--- config.mk ---
export PLATFORM = sky130hd
export DESIGN_NAME = mem_bus_arbiter_flat
export DESIGN_NICKNAME = d
export VERILOG_FILES = /design/src/rtl/mem_bus_arbiter_pkg.sv /design/src/rtl/mem_bus_arbiter_if.sv /design/src/rtl/mem_bus_arbiter_watchdog.sv /design/src/rtl/mem_bus_arbiter.sv /design/src/flat_wrapper.sv
export SDC_FILE = /design/constraint.sdc
export NUM_CORES = 1
export LEC_CHECK = 0
export CAP_MARGIN = 20
export CORE_ASPECT_RATIO = 1.1
export CORE_MARGIN = 2
export CORE_UTILIZATION = 35
export DETAILED_ROUTE_END_ITERATION = 8
export PLACE_DENSITY = 0.72
export SLEW_MARGIN = 30
export SYNTH_ARGS = -nofsm -noshare
export SYNTH_HDL_FRONTEND = slang
export SYNTH_SLANG_ARGS = --single-unit
--- constraint.sdc ---
create_clock -name iClk -period 2 [get_ports iClk]
set_input_delay 0.4 -clock iClk [delete_from_list [all_inputs] [get_ports iClk]]
set_output_delay 0.4 -clock iClk [all_outputs]
set_load 0.005 [all_outputs]
--- src/rtl/mem_bus_arbiter_pkg.sv ---
// Shared types and helpers for the memory bus arbiter: FSM state encoding,
// bus owner codes, default watchdog limit and the round-robin pick.
package mem_arb_pkg;

    typedef enum logic [1:0] {
        ST_IDLE = 2'd0,
        ST_BUSY = 2'd1,
        ST_DONE = 2'd2
    } state_t;

    typedef enum logic {
        GNT_FETCH = 1'b0,
        GNT_DATA  = 1'b1
    } grant_t;

    localparam int unsigned LP_TIMEOUT_DEF = 32'd16;

    // Round-robin pick: on a tie the side that did not own the bus last wins;
    // a lone requester always wins.
    function automatic grant_t f_arbitrate(input logic i_req, input logic d_req, input grant_t last);
        grant_t g;
        if (i_req && d_req) begin
            g = (last == GNT_DATA) ? GNT_FETCH : GNT_DATA;
        end else if (d_req) begin
            g = GNT_DATA;
        end else begin
            g = GNT_FETCH;
        end
        return g;
    endfunction

endpackage

--- src/rtl/mem_bus_arbiter_if.sv ---
// Bundle of the fetch port, data port, memory port and status signals.
// slave  = the arbiter's view; master = requesters plus memory.
interface mem_bus_arbiter_if #(
    parameter int AW = 32,
    parameter int DW = 32
);
    logic          iI_Req;
    logic [AW-1:0] iI_Addr;
    logic          oI_Ack;
    logic          oI_Err;
    logic [DW-1:0] oI_RData;

    logic          iD_Req;
    logic          iD_Wr;
    logic [AW-1:0] iD_Addr;
    logic [DW-1:0] iD_WData;
    logic          oD_Ack;
    logic          oD_Err;
    logic [DW-1:0] oD_RData;

    logic          oMem_Req;
    logic          oMem_Wr;
    logic [AW-1:0] oMem_Addr;
    logic [DW-1:0] oMem_WData;
    logic          iMem_Rdy;
    logic [DW-1:0] iMem_RData;

    logic          oBusy;
    logic          oGrant;

    modport slave (
        input  iI_Req, iI_Addr,
        output oI_Ack, oI_Err, oI_RData,
        input  iD_Req, iD_Wr, iD_Addr, iD_WData,
        output oD_Ack, oD_Err, oD_RData,
        output oMem_Req, oMem_Wr, oMem_Addr, oMem_WData,
        input  iMem_Rdy, iMem_RData,
        output oBusy, oGrant
    );

    modport master (
        output iI_Req, iI_Addr,
        input  oI_Ack, oI_Err, oI_RData,
        output iD_Req, iD_Wr, iD_Addr, iD_WData,
        input  oD_Ack, oD_Err, oD_RData,
        input  oMem_Req, oMem_Wr, oMem_Addr, oMem_WData,
        output iMem_Rdy, iMem_RData,
        input  oBusy, oGrant
    );
endinterface

--- src/rtl/mem_bus_arbiter_watchdog.sv ---
// Bus watchdog: counts cycles spent waiting on memory and flags the last
// allowed cycle. A TIMEOUT of 0 removes the counter entirely.
module bus_watchdog #(
    parameter int unsigned TIMEOUT = 32'd16,
    parameter int          TO_W    = 5
) (
    input  logic i_clk,
    input  logic i_rst_n,
    input  logic i_clr,
    input  logic i_en,
    output logic o_expire
);
    generate
        if (TIMEOUT == 32'd0) begin : g_off
            assign o_expire = 1'b0;
        end else begin : g_on
            localparam logic [TO_W-1:0] LP_LAST = TO_W'(TIMEOUT - 32'd1);
            localparam logic [TO_W-1:0] LP_ONE  = TO_W'(32'd1);
            logic [TO_W-1:0] r_cnt;

            // Wait-cycle counter: zeroed when a transaction starts, advanced while waiting.
            always_ff @(posedge i_clk or negedge i_rst_n) begin
                if (!i_rst_n) begin
                    r_cnt <= {TO_W{1'b0}};
                end else if (i_clr) begin
                    r_cnt <= {TO_W{1'b0}};
                end else if (i_en) begin
                    r_cnt <= r_cnt + LP_ONE;
                end else begin
                    r_cnt <= r_cnt;
                end
            end

            assign o_expire = i_en && (r_cnt == LP_LAST);
        end
    endgenerate
endmodule

--- src/rtl/mem_bus_arbiter.sv ---
// Memory bus arbiter: shares one memory port between instruction fetch and
// data access. IDLE picks an owner, BUSY holds the request until memory is
// ready or the watchdog expires, DONE pulses the owner's Ack for one cycle.
module mem_bus_arbiter
    import mem_arb_pkg::*;
#(
    parameter int          AW      = 32,
    parameter int          DW      = 32,
    parameter int unsigned TIMEOUT = LP_TIMEOUT_DEF,
    parameter int          TO_W    = 5
) (
    input  logic                  iClk,
    input  logic                  nRst,
    mem_bus_arbiter_if.slave      io_bus
);
    state_t        r_state;
    state_t        w_next_state;
    grant_t        r_grant;
    grant_t        w_grant_sel;
    logic          w_start;
    logic          w_finish;
    logic          w_timeout;
    logic          w_expire;

    logic          r_mem_req;
    logic          r_mem_wr;
    logic [AW-1:0] r_mem_addr;
    logic [DW-1:0] r_mem_wdata;
    logic          r_busy;
    logic          r_i_ack;
    logic          r_i_err;
    logic [DW-1:0] r_i_rdata;
    logic          r_d_ack;
    logic          r_d_err;
    logic [DW-1:0] r_d_rdata;

    bus_watchdog #(
        .TIMEOUT (TIMEOUT),
        .TO_W    (TO_W)
    ) u_watchdog (
        .i_clk    (iClk),
        .i_rst_n  (nRst),
        .i_clr    (w_start),
        .i_en     (r_state == ST_BUSY),
        .o_expire (w_expire)
    );

    // State register.
    always_ff @(posedge iClk or negedge nRst) begin
        if (!nRst) begin
            r_state <= ST_IDLE;
        end else begin
            r_state <= w_next_state;
        end
    end

    // Next-state logic; DONE ignores requests so the Ack cycle is never extended.
    always_comb begin
        w_next_state = r_state;
        case (r_state)
            ST_IDLE: begin
                if (io_bus.iI_Req || io_bus.iD_Req) begin
                    w_next_state = ST_BUSY;
                end else begin
                    w_next_state = ST_IDLE;
                end
            end
            ST_BUSY: begin
                if (io_bus.iMem_Rdy || w_expire) begin
                    w_next_state = ST_DONE;
                end else begin
                    w_next_state = ST_BUSY;
                end
            end
            ST_DONE: w_next_state = ST_IDLE;
            default: w_next_state = ST_IDLE;
        endcase
    end

    // Transaction strobes feeding the output registers; ready beats the watchdog.
    always_comb begin
        w_start     = (r_state == ST_IDLE) && (io_bus.iI_Req || io_bus.iD_Req);
        w_finish    = (r_state == ST_BUSY) && (io_bus.iMem_Rdy || w_expire);
        w_timeout   = w_finish && !io_bus.iMem_Rdy;
        w_grant_sel = f_arbitrate(io_bus.iI_Req, io_bus.iD_Req, r_grant);
    end

    // Owner and request latch: frozen for the whole of BUSY, cleared when it ends.
    always_ff @(posedge iClk or negedge nRst) begin
        if (!nRst) begin
            r_grant     <= GNT_FETCH;
            r_mem_wr    <= 1'b0;
            r_mem_addr  <= {AW{1'b0}};
            r_mem_wdata <= {DW{1'b0}};
        end else if (w_start) begin
            r_grant     <= w_grant_sel;
            r_mem_wr    <= (w_grant_sel == GNT_DATA) && io_bus.iD_Wr;
            r_mem_addr  <= (w_grant_sel == GNT_DATA) ? io_bus.iD_Addr : io_bus.iI_Addr;
            r_mem_wdata <= ((w_grant_sel == GNT_DATA) && io_bus.iD_Wr) ? io_bus.iD_WData : {DW{1'b0}};
        end else if (w_finish) begin
            r_grant     <= r_grant;
            r_mem_wr    <= 1'b0;
            r_mem_addr  <= {AW{1'b0}};
            r_mem_wdata <= {DW{1'b0}};
        end else begin
            r_grant     <= r_grant;
            r_mem_wr    <= r_mem_wr;
            r_mem_addr  <= r_mem_addr;
            r_mem_wdata <= r_mem_wdata;
        end
    end

    // Status and response registers; read data holds until the owner's next completion.
    always_ff @(posedge iClk or negedge nRst) begin
        if (!nRst) begin
            r_mem_req <= 1'b0;
            r_busy    <= 1'b0;
            r_i_ack   <= 1'b0;
            r_i_err   <= 1'b0;
            r_i_rdata <= {DW{1'b0}};
            r_d_ack   <= 1'b0;
            r_d_err   <= 1'b0;
            r_d_rdata <= {DW{1'b0}};
        end else begin
            r_mem_req <= (w_next_state == ST_BUSY);
            r_busy    <= (w_next_state != ST_IDLE);
            r_i_ack   <= w_finish && (r_grant == GNT_FETCH);
            r_i_err   <= w_timeout && (r_grant == GNT_FETCH);
            r_d_ack   <= w_finish && (r_grant == GNT_DATA);
            r_d_err   <= w_timeout && (r_grant == GNT_DATA);
            if (w_finish && (r_grant == GNT_FETCH)) begin
                r_i_rdata <= w_timeout ? {DW{1'b0}} : io_bus.iMem_RData;
            end else begin
                r_i_rdata <= r_i_rdata;
            end
            if (w_finish && (r_grant == GNT_DATA)) begin
                r_d_rdata <= w_timeout ? {DW{1'b0}} : io_bus.iMem_RData;
            end else begin
                r_d_rdata <= r_d_rdata;
            end
        end
    end

    assign io_bus.oMem_Req   = r_mem_req;
    assign io_bus.oMem_Wr    = r_mem_wr;
    assign io_bus.oMem_Addr  = r_mem_addr;
    assign io_bus.oMem_WData = r_mem_wdata;
    assign io_bus.oBusy      = r_busy;
    assign io_bus.oGrant     = r_grant;
    assign io_bus.oI_Ack     = r_i_ack;
    assign io_bus.oI_Err     = r_i_err;
    assign io_bus.oI_RData   = r_i_rdata;
    assign io_bus.oD_Ack     = r_d_ack;
    assign io_bus.oD_Err     = r_d_err;
    assign io_bus.oD_RData   = r_d_rdata;
endmodule

--- src/flat_wrapper.sv ---
// flat-port wrapper written by rule: the top's interface ports become plain ports
module mem_bus_arbiter_flat import mem_arb_pkg::*;
#(
    parameter int          AW      = 32,
    parameter int          DW      = 32,
    parameter int unsigned TIMEOUT = LP_TIMEOUT_DEF,
    parameter int          TO_W    = 5
)
  (iClk, nRst, io_bus_iI_Req, io_bus_iI_Addr, io_bus_oI_Ack, io_bus_oI_Err, io_bus_oI_RData, io_bus_iD_Req, io_bus_iD_Wr, io_bus_iD_Addr, io_bus_iD_WData, io_bus_oD_Ack, io_bus_oD_Err, io_bus_oD_RData, io_bus_oMem_Req, io_bus_oMem_Wr, io_bus_oMem_Addr, io_bus_oMem_WData, io_bus_iMem_Rdy, io_bus_iMem_RData, io_bus_oBusy, io_bus_oGrant);
  mem_bus_arbiter_if #(.AW(AW), .DW(DW)) io_bus_i ();
  input  logic iClk;
  input  logic nRst;
  input wire logic [$bits(io_bus_i.iI_Req)-1:0] io_bus_iI_Req;
  input wire logic [$bits(io_bus_i.iI_Addr)-1:0] io_bus_iI_Addr;
  output wire logic [$bits(io_bus_i.oI_Ack)-1:0] io_bus_oI_Ack;
  output wire logic [$bits(io_bus_i.oI_Err)-1:0] io_bus_oI_Err;
  output wire logic [$bits(io_bus_i.oI_RData)-1:0] io_bus_oI_RData;
  input wire logic [$bits(io_bus_i.iD_Req)-1:0] io_bus_iD_Req;
  input wire logic [$bits(io_bus_i.iD_Wr)-1:0] io_bus_iD_Wr;
  input wire logic [$bits(io_bus_i.iD_Addr)-1:0] io_bus_iD_Addr;
  input wire logic [$bits(io_bus_i.iD_WData)-1:0] io_bus_iD_WData;
  output wire logic [$bits(io_bus_i.oD_Ack)-1:0] io_bus_oD_Ack;
  output wire logic [$bits(io_bus_i.oD_Err)-1:0] io_bus_oD_Err;
  output wire logic [$bits(io_bus_i.oD_RData)-1:0] io_bus_oD_RData;
  output wire logic [$bits(io_bus_i.oMem_Req)-1:0] io_bus_oMem_Req;
  output wire logic [$bits(io_bus_i.oMem_Wr)-1:0] io_bus_oMem_Wr;
  output wire logic [$bits(io_bus_i.oMem_Addr)-1:0] io_bus_oMem_Addr;
  output wire logic [$bits(io_bus_i.oMem_WData)-1:0] io_bus_oMem_WData;
  input wire logic [$bits(io_bus_i.iMem_Rdy)-1:0] io_bus_iMem_Rdy;
  input wire logic [$bits(io_bus_i.iMem_RData)-1:0] io_bus_iMem_RData;
  output wire logic [$bits(io_bus_i.oBusy)-1:0] io_bus_oBusy;
  output wire logic [$bits(io_bus_i.oGrant)-1:0] io_bus_oGrant;
  assign io_bus_i.iI_Req = io_bus_iI_Req;
  assign io_bus_i.iI_Addr = io_bus_iI_Addr;
  assign io_bus_oI_Ack = io_bus_i.oI_Ack;
  assign io_bus_oI_Err = io_bus_i.oI_Err;
  assign io_bus_oI_RData = io_bus_i.oI_RData;
  assign io_bus_i.iD_Req = io_bus_iD_Req;
  assign io_bus_i.iD_Wr = io_bus_iD_Wr;
  assign io_bus_i.iD_Addr = io_bus_iD_Addr;
  assign io_bus_i.iD_WData = io_bus_iD_WData;
  assign io_bus_oD_Ack = io_bus_i.oD_Ack;
  assign io_bus_oD_Err = io_bus_i.oD_Err;
  assign io_bus_oD_RData = io_bus_i.oD_RData;
  assign io_bus_oMem_Req = io_bus_i.oMem_Req;
  assign io_bus_oMem_Wr = io_bus_i.oMem_Wr;
  assign io_bus_oMem_Addr = io_bus_i.oMem_Addr;
  assign io_bus_oMem_WData = io_bus_i.oMem_WData;
  assign io_bus_i.iMem_Rdy = io_bus_iMem_Rdy;
  assign io_bus_i.iMem_RData = io_bus_iMem_RData;
  assign io_bus_oBusy = io_bus_i.oBusy;
  assign io_bus_oGrant = io_bus_i.oGrant;
  mem_bus_arbiter #(.AW(AW), .DW(DW), .TIMEOUT(TIMEOUT), .TO_W(TO_W)) u_core (.iClk(iClk), .nRst(nRst), .io_bus(io_bus_i));
endmodule
==> metrics <==
Worst EP required between 2000 and 2500 ps; Mapped Cells slightly above 400; fmax 507 MHz; utilization after layout 58.9%; outcome finished clean; xor/xnor cell area share of the yosys netlist 0.150%; WL/cell approximately 17 µm; critical path type reg2reg; antenna viol nets, final 0; area post-placement 8870 µm²; Slowest cell on crit path dfrtp_1; initial antenna violation count 0; largest net degree at the start of global routing between 60 and 70; crit start category flip-flop; Pre-antenna DRT Iters 4; commonest non-fill, non-tap cell in the layout clkdlybuf4s50_1; most frequent cells in the layout clkdlybuf4s50_1, dfrtp_1, mux2_2, nor2b_1, mux2i_1; Tot GR Track Use 17.6%; largest family of logic cells by synthesized area multiplexers; # diodes 0; multi-input logic area 2110 µm²; Lkg Pwr between 4 and 5 nW; R2R setup slack roughly 29 ps; Die Area 17700 µm²; overall via count from detail_route 4400; async set-or-reset flop fraction in the synthesized netlist 100%; CTS tree yes; first-pass GRT wire length roughly 24000 µm; core box area about 16000 µm²; layout cell share with drive strength beyond 1 18.1%; clock transition at the registers of the reported paths roughly 60 ps; clk sinks 143; Post-DP HPWL 11100 µm; final period utilization 98.6%; post-DR vias/cell approximately 4.9; TritonCTS Buffers 17; H-tree depth 4; Final Slew Violations 0; I/O Pins 270; hold slack 485 ps; RePlAce Congestion 0.771; Post-Synth Adder-Cell Area less than 1%; PortBufs 269; Max Buffers Root-to-Sink 2; most used cell, CP ha_2; vias in the first global route 4726; total grt overflow 0; Cell variety after synth 39; Clock Skew 7.27 ps; initial core utilization roughly 36%; final wirelength 15800 µm; Synth Warn # 0; pwr dens 1370 nW/µm²; CP Max Fanout 6; Seq/Total Area, Yosys 61.3%; Root Buffer clkbuf_16; CP Cell Sequence ha_2 > and3_1 > ha_2 > or2_4 > and3_4 > clkbuf_16 > mux2_2; worst reg2reg path startpoint u_core.u_watchdog.g_on.r_cnt[0]; Syn Std Cell Area around 5800 µm²; Cell Rows a little under 50; Layout fillers approximately 1300; synthesized area per cell 14.2 µm²; Worst Hold Class in2async; compound-gate portion of the synthesized area 11.0%; CP Capture Type flip-flop; Die W approximately 130 µm; Max rail drop VDD approximately 0.73 mV; Area Overhead vs Synth 64.8%; Setup Viol. Count Final 0; final hold vios 0; predominant post-synthesis flop cell dfrtp_1; Worst-Skew Late Latency slightly above 400 ps; NumNets Final about 830; Rel. slew slack 71.6%; Synth Area in Simple Gates 6.07%; 1st-iter DRT viols 183; EDFF count, synth 0; Final Instance Area 9610 µm²; min Tclk post-route 1970 ps; drt drc 0; reg2reg path depth 7; Yosys reg bits 143; Overall Power 13.2 mW; Die Ht ~140 µm; Max-Cap Viols 0; Mapped Nets 547; Largest stage delay, worst path a little under 400 ps; Reg-to-Reg End u_core.io_bus.oD_RData[18]; post-synthesis mux area share 18.0%; worst-margin pin slew 426 ps; Seq. cell area 3580 µm²; Crit path arrival time 2260 ps
where the power goes:
part / internal (mW) / switching (mW) / total [mW]
clock: 2.09 / 1.16 / 3.25
sequential: 4.04 / 0.673 / 4.72
combinational: 3.38 / 1.81 / 5.20
total: 9.52 / 3.64 / 13.2
stage by stage:
stage | setup TNS (ps) | setup slack (ps) | std cells
after floorplan | 0 | 18.7 | 411
after global placement | 0 | 46.2 | 868
after detailed placement | 0 | 18.1 | 868
after CTS | 0 | 17.3 | 900
after global routing | -86.6 | -10.4 | 907
final | 0 | 28.6 | 907
logic make-up (layout without fill, tap and decap cells):
logic type	count (synthesis)	count (layout)
AO/OA/AOI/OAI	77	77
XOR/XNOR	1	1
adder cells (fa/ha/maj)	2	2
buffers and inverters	33	325
flip-flops	143	143
multiplexers	97	97
AND/OR/NAND/NOR	58	58
repair_timing:
item | in CTS | in global routing
pin swaps | 0 | 2
buffers inserted | 0 | 3
gates resized for setup | 1 | 3
hold buffers | 1 | 0
setup endpoints to repair | 1 | 98
hold endpoints to repair | 41 | 0
cloned | 0 | 4
final cells by class:
class                      instances  share of cell area (%)
clock buffer                      22                    5.04
tap                              204                    2.66
timing repair buffer             292                    31.7
multi-input combinational        235                    21.9
sequential                       143                    37.2
clock inverter                     9                    1.37
inverter                           2                  0.0781
layer usage:
| metal | GRT usage [%] | part of all wire [%] | up-vias |
|---|---|---|---|
| li1 | - | - | 2058 |
| met1 | 19.7 | 40 | 2139 |
| met2 | 31.0 | 51 | 175 |
| met3 | 6.19 | 6.8 | 28 |
| met4 | 5.84 | 2.1 | 0 |
| met5 | 0 | 0 | - |
registers in the layout, indices dropped and copies added, names as in the netlist, 2 cells and up:
register and flops:
u_core.r_state 2, u_core.io_bus.oD_RData 32, u_core.io_bus.oMem_WData 32, u_core.io_bus.oMem_Addr 32, u_core.u_watchdog.g_on.r_cnt 5, u_core.io_bus.oI_RData 32
worst max path at each step:
| stage | startpoint | end | slack [ps] | depth (start not counted) |
|---|---|---|---|---|
| after global routing | u_core.u_watchdog.g_on.r_cnt[0] | u_core.io_bus.oD_RData[19] | -10 | 7 |
| after detailed placement | io_bus_iMem_Rdy | u_core.io_bus.oMem_WData[15] | 20 | 5 |
| final | u_core.u_watchdog.g_on.r_cnt[0] | u_core.io_bus.oD_RData[18] | 30 | 7 |
| after floorplan | u_core.u_watchdog.g_on.r_cnt[0] | u_core.io_bus.oMem_Addr[1] | 20 | 8 |
| after global placement | io_bus_iMem_Rdy | u_core.io_bus.oMem_WData[11] | 50 | 5 |
| after CTS | u_core.u_watchdog.g_on.r_cnt[1] | u_core.io_bus.oD_RData[14] | 20 | 7 |
Yosys cell counts, drive strengths merged (2+ instances only):
cell / instances / area share (%)
dfrtp: 143 / 61
mux2: 64 / 12
nor2b: 34 / 3.7
mux2i: 33 / 5.7
a22o: 32 / 4.8
o2bb2ai: 32 / 4.8
buf: 22 / 2.3
clkbuf: 9 / 0.60
nand2: 6 / 0.39
nor2: 5 / 0.32
o21ai: 5 / 0.43
nor3: 3 / 0.45
a21oi: 2 / 0.17
and3: 2 / 0.21
ha: 2 / 0.43
inv: 2 / 0.13
critical path, delay by kind of cell (launching register included):
kind | cells | cell delay [ps]
fa+ha+maj | 2 | 370
buf+inv | 1 | 180
flops | 1 | 390
mux | 1 | 270
simple gates | 3 | 650
(Power assumes the default switching activity.)
